## src/rtl/booth_mul_seq.sv

```systemverilog
// Sequential signed 8x8 radix-2 Booth multiplier with start/done handshake, plus the shared adder_subtractor.
// Optional macro BOOTH_ZERO_BYPASS_EN: a zero operand skips the Booth steps and completes with product 0.

module adder_subtractor (
  input  logic [7:0] a,
  input  logic [7:0] b,
  input  logic       op,
  output logic [7:0] s,
  output logic       overflow
);
  logic [7:0] w_b;

  // Subtraction as a + ~b + 1
  assign w_b      = op ? ~b : b;
  assign s        = a + w_b + {7'd0, op};
  assign overflow = (a[7] == w_b[7]) && (s[7] != a[7]);
endmodule

module booth_mul_seq (
  input  logic               clk,
  input  logic               rst_n,
  input  logic               start,
  input  logic signed [7:0]  mcand,
  input  logic signed [7:0]  mplier,
  output logic               ready,
  output logic               done,
  output logic signed [15:0] product
);
  typedef enum logic [1:0] {
    S_IDLE = 2'd0,
    S_CALC = 2'd1,
    S_DONE = 2'd2
  } state_t;

  state_t             r_state;
  state_t             w_state_nxt;
  logic signed [7:0]  r_a;
  logic signed [7:0]  r_q;
  logic               r_q1;
  logic signed [7:0]  r_m;
  logic [2:0]         r_cnt;
  logic signed [15:0] r_product;

  logic [1:0]         w_booth;
  logic               w_arith;
  logic               w_op;
  logic [7:0]         w_s;
  logic               w_ovf;
  logic               w_t;
  logic signed [7:0]  w_a_nxt;
  logic signed [7:0]  w_q_nxt;
  logic               w_zero;

`ifdef BOOTH_ZERO_BYPASS_EN
  assign w_zero = (mcand == 8'sd0) || (mplier == 8'sd0);
`else
  assign w_zero = 1'b0;
`endif

  assign w_booth = {r_q[0], r_q1};
  assign w_arith = (w_booth == 2'b01) || (w_booth == 2'b10);
  assign w_op    = (w_booth == 2'b10);

  adder_subtractor u_addsub (
    .s        (w_s),
    .overflow (w_ovf),
    .a        (r_a),
    .b        (r_m),
    .op       (w_op)
  );

  // The adder result is really 9 bits wide; overflow flips bit 7 back to the true sign
  assign w_t = w_s[7] ^ w_ovf;

  always_comb begin
    w_a_nxt = r_a;
    w_q_nxt = r_q;
    if (w_arith) begin
      w_a_nxt = {w_t, w_s[7:1]};
      w_q_nxt = {w_s[0], r_q[7:1]};
    end else begin
      w_a_nxt = {r_a[7], r_a[7:1]};
      w_q_nxt = {r_a[0], r_q[7:1]};
    end
  end

  always_ff @(posedge clk or negedge rst_n) begin
    if (!rst_n) r_state <= S_IDLE;
    else        r_state <= w_state_nxt;
  end

  always_comb begin
    w_state_nxt = S_IDLE;
    case (r_state)
      S_IDLE:  w_state_nxt = start ? (w_zero ? S_DONE : S_CALC) : S_IDLE;
      S_CALC:  w_state_nxt = (r_cnt == 3'd7) ? S_DONE : S_CALC;
      S_DONE:  w_state_nxt = S_IDLE;
      default: w_state_nxt = S_IDLE;
    endcase
  end

  always_ff @(posedge clk or negedge rst_n) begin
    if (!rst_n) begin
      r_a       <= '0;
      r_q       <= '0;
      r_q1      <= 1'b0;
      r_m       <= '0;
      r_cnt     <= '0;
      r_product <= '0;
    end else begin
      case (r_state)
        S_IDLE: begin
          if (start && w_zero) begin
            r_product <= '0;
          end else if (start) begin
            r_a   <= '0;
            r_q   <= mplier;
            r_q1  <= 1'b0;
            r_m   <= mcand;
            r_cnt <= '0;
          end
        end
        S_CALC: begin
          r_a   <= w_a_nxt;
          r_q   <= w_q_nxt;
          r_q1  <= r_q[0];
          r_cnt <= r_cnt + 3'd1;
          if (r_cnt == 3'd7) r_product <= {w_a_nxt, w_q_nxt};
        end
        default: ;
      endcase
    end
  end

  assign ready   = (r_state == S_IDLE);
  assign done    = (r_state == S_DONE);
  assign product = r_product;
endmodule

```

## config.mk

```make
export PLATFORM = sky130hd
export DESIGN_NAME = booth_mul_seq
export DESIGN_NICKNAME = d
export VERILOG_FILES = /design/src/rtl/booth_mul_seq.sv
export SDC_FILE = /design/constraint.sdc
export NUM_CORES = 1
export LEC_CHECK = 0
export ABC_AREA = 0
export CORE_UTILIZATION = 49
export CTS_CLUSTER_SIZE = 10
export DETAILED_ROUTE_END_ITERATION = 12
export GPL_ROUTABILITY_DRIVEN = 0
export PLACE_DENSITY = 0.74
export SLEW_MARGIN = 20
export SYNTH_ARGS = -nofsm -noshare
export SYNTH_HDL_FRONTEND = slang
export SYNTH_HIERARCHICAL = 1
export SYNTH_SLANG_ARGS = --single-unit
```

## constraint.sdc

```tcl
create_clock -name clk -period 3.81 [get_ports clk]
set_clock_uncertainty 0.15 [all_clocks]
set_input_delay 0.9525 -clock clk [delete_from_list [all_inputs] [get_ports clk]]
set_output_delay 0.9525 -clock clk [all_outputs]
set_load 0.005 [all_outputs]
```

==> results of run 1 <==
==> placed cells by master (no fill, tap or decap), drive strengths merged, types with 2 or more instances in the layout <==
cell type / instances
o21ai: 14
nor2: 5
clkdlybuf4s50: 35
o31ai: 2
ha: 9
nand2: 26
xor2: 11
nand2b: 2
mux2: 16
buf: 2
dfrtp: 46
clkinv: 2
xnor2: 2
a21oi: 11
clkbuf: 5
inv: 8
mux2i: 10
o22ai: 23
==> cell type report <==
cell class | instances | area [sq um]
fill | 396 | 1860
sequential | 46 | 1150
multi-input combinational | 149 | 1140
timing repair buffer | 37 | 365
tap | 67 | 83.8
clock buffer | 5 | 68.8
inverter | 8 | 30.0
clock inverter | 3 | 25.0
==> cell families after synthesis <==
kind of cell	count (synthesis)	synth area share [%]
buffers and inverters	19	5.13
multiplexers	26	11.8
XOR/XNOR	13	4.72
adder cells (fa/ha/maj)	10	5.50
AO/OA/AOI/OAI	59	16.2
AND/OR/NAND/NOR	41	8.97
flip-flops	46	47.7
==> flip-flops by register name, summed over array words and instances, names as in the netlist <==
| register | cells |
|---|---|
| r_m | 8 |
| r_cnt | 3 |
| r_state | 2 |
| product | 16 |
| r_a | 8 |
| r_q | 8 |
| r_q1 | 1 |
==> metrics by stage <==
step                      setup WS, ps  area (sq um)  instances  total power [uW]  utilization (%)
after floorplan                   1070          2410        214              2370                -
after detailed placement           731          2770        307              2800             58.5
after global routing               411          2860        315              3400             60.6
after CTS                          688          2860        315              3120             60.5
after global placement             835          2770        307              2740             58.5
final                              702          2860        315              3110             60.6
==> cells in the mapped netlist (all sizes together), types with 5 or more instances <==
master	number	area share, %
mux2i	10	4.3
o21ai	14	2.9
buf	11	3.9
xor2	11	4.0
ha	9	4.7
o22ai	23	6.0
nor2	5	1.5
dfrtp	46	48
a21oi	11	2.3
inv	7	1.1
mux2	16	7.5
nand2	26	4.0
==> per-layer routing <==
layer  wire (um)  part of all wire (%)  track usage [%]  vias to the layer above
met1        2230                    50             28.2                      816
li1            -                     -                -                      830
met2        2070                    46             30.0                       36
met4          49                   1.1             6.54                        0
met3         145                   3.2             4.44                        6
met5           0                     0                0                        -
==> report_power, final <==
part           internal, uW  total, uW  switching, uW
sequential              734        934            200
clock                   133        310            178
combinational           925       1860            937
==> critical path: cells and delay by family (launching register included) <==
kind / cells / cell delay [ps]
adder cells (fa/ha/maj): 2 / 760
multiplexers: 2 / 520
AO/OA/AOI/OAI: 4 / 710
buffers and inverters: 1 / 110
XOR/XNOR: 2 / 350
flip-flops: 1 / 380
==> final timing paths <==
path / to / cells after the start / slack, ps
hold reg to reg: product[13] / 2 / 330
setup / recovery: product[15] / 11 / 700
min in group asynchronous: product[11] / 1 / 490
hold / removal: product[13] / 2 / 330
max in group asynchronous: r_m[5] / 1 / 2620
setup reg to reg: product[15] / 11 / 700
==> impl_results.md, run 1 <==
- Status: complete, no violations
- Max Fclk: 322 MHz
- Initial antenna violation count: 0
- Clock Path Buffers: 2
- Core box area: 4720 sq um
- Root Driver: clkbuf_8
- DR pass1 iterations: 4
- Synth Cell Area: 2410 sq um
- Cells after synthesis: 214
- IO Pins: 37
- Vias in the first global route: 1,735
- Slew @ Worst Pin: 946 ps
- CP required: 3850 ps
- Largest net degree at the start of global routing: 47
- Clock slew at reported path FFs: 90 ps
- Slowest CP cell: ha_1
- CTS Hold Buffers Added: 0
- Slew Limit Headroom: 36.9%
- Yosys cell types: 41
- Vias per cell: 5.36
- Antenna cells: 0
- Total negative setup slack: 0 ps
- Crit-path max cell delay: 450 ps
- WL final: 4490 um
- Final setup viols: 0
- Initial core utilization: 51.1%
- FF+latch count, synth: 46
- Worst setup EP type: flop
- Max Transition Viols Final: 0
- Clock sink count: 46
- Die H: 72.2 um
- Share of cells above drive strength 1: 13.7%
- Final hold violation count: 0
- Pleak: 0.00125 uW
- Maxcap violations: 0
- Crit path launch: r_q1
- Setup CP Type: reg2reg
- Layout area overhead: 18.6%
- Row Count: 25
- WHS: 329 ps
- DRC Markers: 0
- ANT nets after route: 0
- Number of I/O port buffers: 36
- Crit path max fanout: 8
- Top cell by count, worst path: ha_1
- WL per Instance: 14.3 um
- All-layer global routing usage: 19.8%
- P per Cell Area: 1090 nW/um^2
- Die ar.: 5210 sq um
- Synth Warn #: 6
- Arr. time, crit path: 3150 ps
- Hold crit path type: reg2reg
- Syn Nets: 243
- Clock period minus worst slack: 3110 ps
- DPL Wire Length: 3050 um
- Chip width: 72.2 um
- Final period utilization: 81.6%
- Global-route wire length before repair: 8000 um
- Post-synth EDFFs: 0
- Startpoint Class: flop
- Maximum vdd drop: 0.446 mV
- Cts repair resizes: 0
- CTS tree: built
- Synth Flop Type: dfrtp_1
- H-tree levels: 2
- Postcts setup bufs: 0
- RSZ-0062 raised after global routing: false
- Sequential fraction of the synthesis area: 47.7%
- Asr flop ratio synth: 100%
- HP Start: product[13]
- Grt ovf: 0
- Syn_area_per_cell: 11.3 sq um
- 1st-iter DRT viols: 134
- Vias after detailed routing: 1,688
- Critical-path cell list: inv_1, ha_1, xor2_1, ha_1, a21oi_1, o221ai_2, a31oi_4, mux2i_1, xnor2_1, o21ai_0, mux2_2
- Reg-to-reg critical path startpoint: r_q1
- Clock Latency Late Sink: 310 ps
- # nets final: 276
- Total clock buffers created by CTS: 5
(Power assumes the default switching activity.)
==> run 2: changes to the inputs <==
Settings changed: CORE_UTILIZATION 49 to 48, PLACE_DENSITY 0.74 to 0.75.
Clock period 3.81 ns to 2.6 ns, I/O delays scaled along.
==> run 2 against run 1 <==
The flow now finishes with violations (setup timing); routed wire length up 5.6%; critical endpoint unchanged; via count up 5.8%; final area up 5.9%; register-to-register slack worse by 810 ps; fmax up 15%; count of clock-buffer cells in the layout up 1; utilization up 2.8 points; critical path depth down 1; worst hold slack worse by 56 ps; setup slack worse by 810 ps; sequential share of layout area down 2.3 points.
==> impl_results.md, run 2 (same netlist as run 1, synthesis figures left out) <==
- Max Transition Viols Final: 0 (unchanged)
- WL final: 4750 um (was 4490 um)
- Total negative setup slack: -170 ps (was 0 ps)
- Crit path max fanout: 5 (was 8)
- Number of I/O port buffers: 36 (unchanged)
- Crit path launch: r_q[0] (was r_q1)
- CP required: 2640 ps (was 3850 ps)
- Final setup viols: 3 (was 0)
- Hold crit path type: in2async (was reg2reg)
- DR pass1 iterations: 4 (unchanged)
- Final worst setup slack: -106 ps (was 702 ps)
- Grt ovf: 0 (unchanged)
- Die ar.: 5310 sq um (was 5210 sq um)
- Reg-to-reg critical path startpoint: r_q[0] (was r_q1)
- Vias in the first global route: 1,702 (was 1,735)
- Slowest CP cell: dfrtp_1 (was ha_1)
- Final instance area: 3030 sq um (was 2860 sq um)
- Arr. time, crit path: 2740 ps (was 3150 ps)
- WHS: 273 ps (was 329 ps)
- Critical-path cell list: ha_4, xor2_1, ha_1, a21oi_2, o221ai_2, a31oi_4, mux2i_2, xnor2_2, o21ai_1, mux2_2 (was inv_1, ha_1, xor2_1, ha_1, a21oi_1, o221ai_2, a31oi_4, mux2i_1, xnor2_1, o21ai_0, mux2_2)
- Clock slew at reported path FFs: 90 ps (about the same)
- Vias after detailed routing: 1,786 (was 1,688)
- Total clock buffers created by CTS: 5 (unchanged)
- Worst setup EP type: flop (unchanged)
- IO Pins: 37 (unchanged)
- Die H: 72.9 um (was 72.2 um)
- Row Count: 25 (unchanged)
- Root Driver: clkbuf_8 (unchanged)
- Max Fclk: 370 MHz (was 322 MHz)
- Initial core utilization: 50.4% (was 51.1%)
- Vias per cell: 5.38 (was 5.36)
- Largest net degree at the start of global routing: 47 (unchanged)
- Most common cell after layout, fill and taps aside: dfrtp_1 (unchanged)
- Core box area: 4790 sq um (was 4720 sq um)
- Failing checks: setup timing
- Layout Utilization: 63.3% (was 60.6%)
- H-tree levels: 2 (unchanged)
- 1st-iter DRT viols: 84 (was 134)
- DRC Markers: 0 (unchanged)
- Share of cells above drive strength 1: 22.3% (was 13.7%)
- ANT nets after route: 0 (unchanged)
- CTS Hold Buffers Added: 0 (unchanged)
- All-layer global routing usage: 19.9% (was 19.8%)
- Initial antenna violation count: 0 (unchanged)
- Clock period minus worst slack: 2710 ps (was 3110 ps)
- Final hold violation count: 0 (unchanged)
- Slew @ Worst Pin: 587 ps (was 946 ps)
- # nets final: 293 (was 276)
- CTS tree: built (unchanged)
- Clock Latency Late Sink: 290 ps (was 310 ps)
- Placed instance area: 2880 sq um (was 2770 sq um)
- Max reg flops: 16 (unchanged)
- Final period utilization: 104% (was 81.6%)
- Maxcap violations: 0 (unchanged)
- Clock sink count: 46 (unchanged)
- Commonest non-fill, non-tap cells in the layout: dfrtp_1 (46), clkdlybuf4s50_1 (35), nand2_1 (26), o22ai_1 (23), buf_4 (17) (was dfrtp_1 (46), clkdlybuf4s50_1 (35), nand2_1 (26), o22ai_1 (23), mux2_2 (16))
- Crit-path max cell delay: 420 ps (was 450 ps)
- Clock Path Buffers: 2 (unchanged)
- WL per Instance: 14.3 um (about the same)
- DPL Wire Length: 3340 um (was 3050 um)
- Layout area overhead: 25.7% (was 18.6%)
- Global-route wire length before repair: 7990 um (was 8000 um)
- Chip width: 72.9 um (was 72.2 um)
- RSZ-0062 raised after global routing: true (was false)
- Setup CP Type: reg2reg (unchanged)
- Slew Limit Headroom: 60.9% (was 36.9%)
- Antenna cells: 0 (unchanged)
- Status: finished, violations left (was complete, no violations)
- Startpoint Class: flop (unchanged)
[run 2: changes by cell type in the layout (fill, tap and decap cells not counted), sizes merged]
cell,delta
clkinv,+1
clkinvlp,-1
clkbuf,+1
inv,-1
buf,+17
[run 2: what timing repair did]
action / 4_1_cts / 5_1_grt
resized for setup: 3 / 7
setup buffers: 0 / 2
pin swaps: 8 / 5
setup endpoints to repair: 4 / 6
[run 2: cell type report]
cell class / instances / area (sq um)
well taps: 67 / 83.8
clock buffers: 6 / 72.6
flip-flops and latches: 46 / 1150
clock inverters: 2 / 13.8
inverters: 8 / 30.0
multi-input cells: 149 / 1190
fillers: 402 / 1750
repair buffers: 54 / 494
[run 2: critical path: cells and delay by family, from the launching register on]
kind,cells,cell delay [ps]
flip-flops,1,420
XOR/XNOR,2,320
adder cells (fa/ha/maj),2,540
multiplexers,2,540
AO/OA/AOI/OAI,4,620
[run 2: metal layers]
| metal | vias to the layer above | wire [um] | track usage (%) |
|---|---|---|---|
| li1 | 870 | - | - |
| met1 | 865 | 2280 | 27.9 |
| met2 | 45 | 2210 | 30.9 |
| met3 | 6 | 183 | 4.28 |
| met4 | 0 | 76 | 5.88 |
| met5 | - | 0 | 0 |
[run 2: path summary, 6_finish.rpt]
kind,end,slack (ps),cells after the start
min reg2reg,product[9],330,2
min,product[1],270,2
min in group clk,product[9],330,2
max in group asynchronous,r_m[3],1640,2
max reg2reg,product[15],-110,10
max,product[15],-110,10
[run 2: stage by stage]
step / std cells / setup slack, ps
6_report: 332 / -106
5_1_grt: 332 / -236
4_1_cts: 330 / -99.4
3_5_place_dp: 322 / -89.1
3_3_place_gp: 322 / -3.08
2_1_floorplan: 214 / -62.6
Power of run 2 is not shown: default switching activity piles up to over one toggle a cycle in this logic, so the estimate is an artifact.
==> run 3: changes to the inputs <==
Settings changed: CTS_CLUSTER_DIAMETER from default to 200.
==> results of run 3 <==
No change in the layout: final DEF, timing and power equal those of run 2.
Power of run 3 is left out for the same reason.
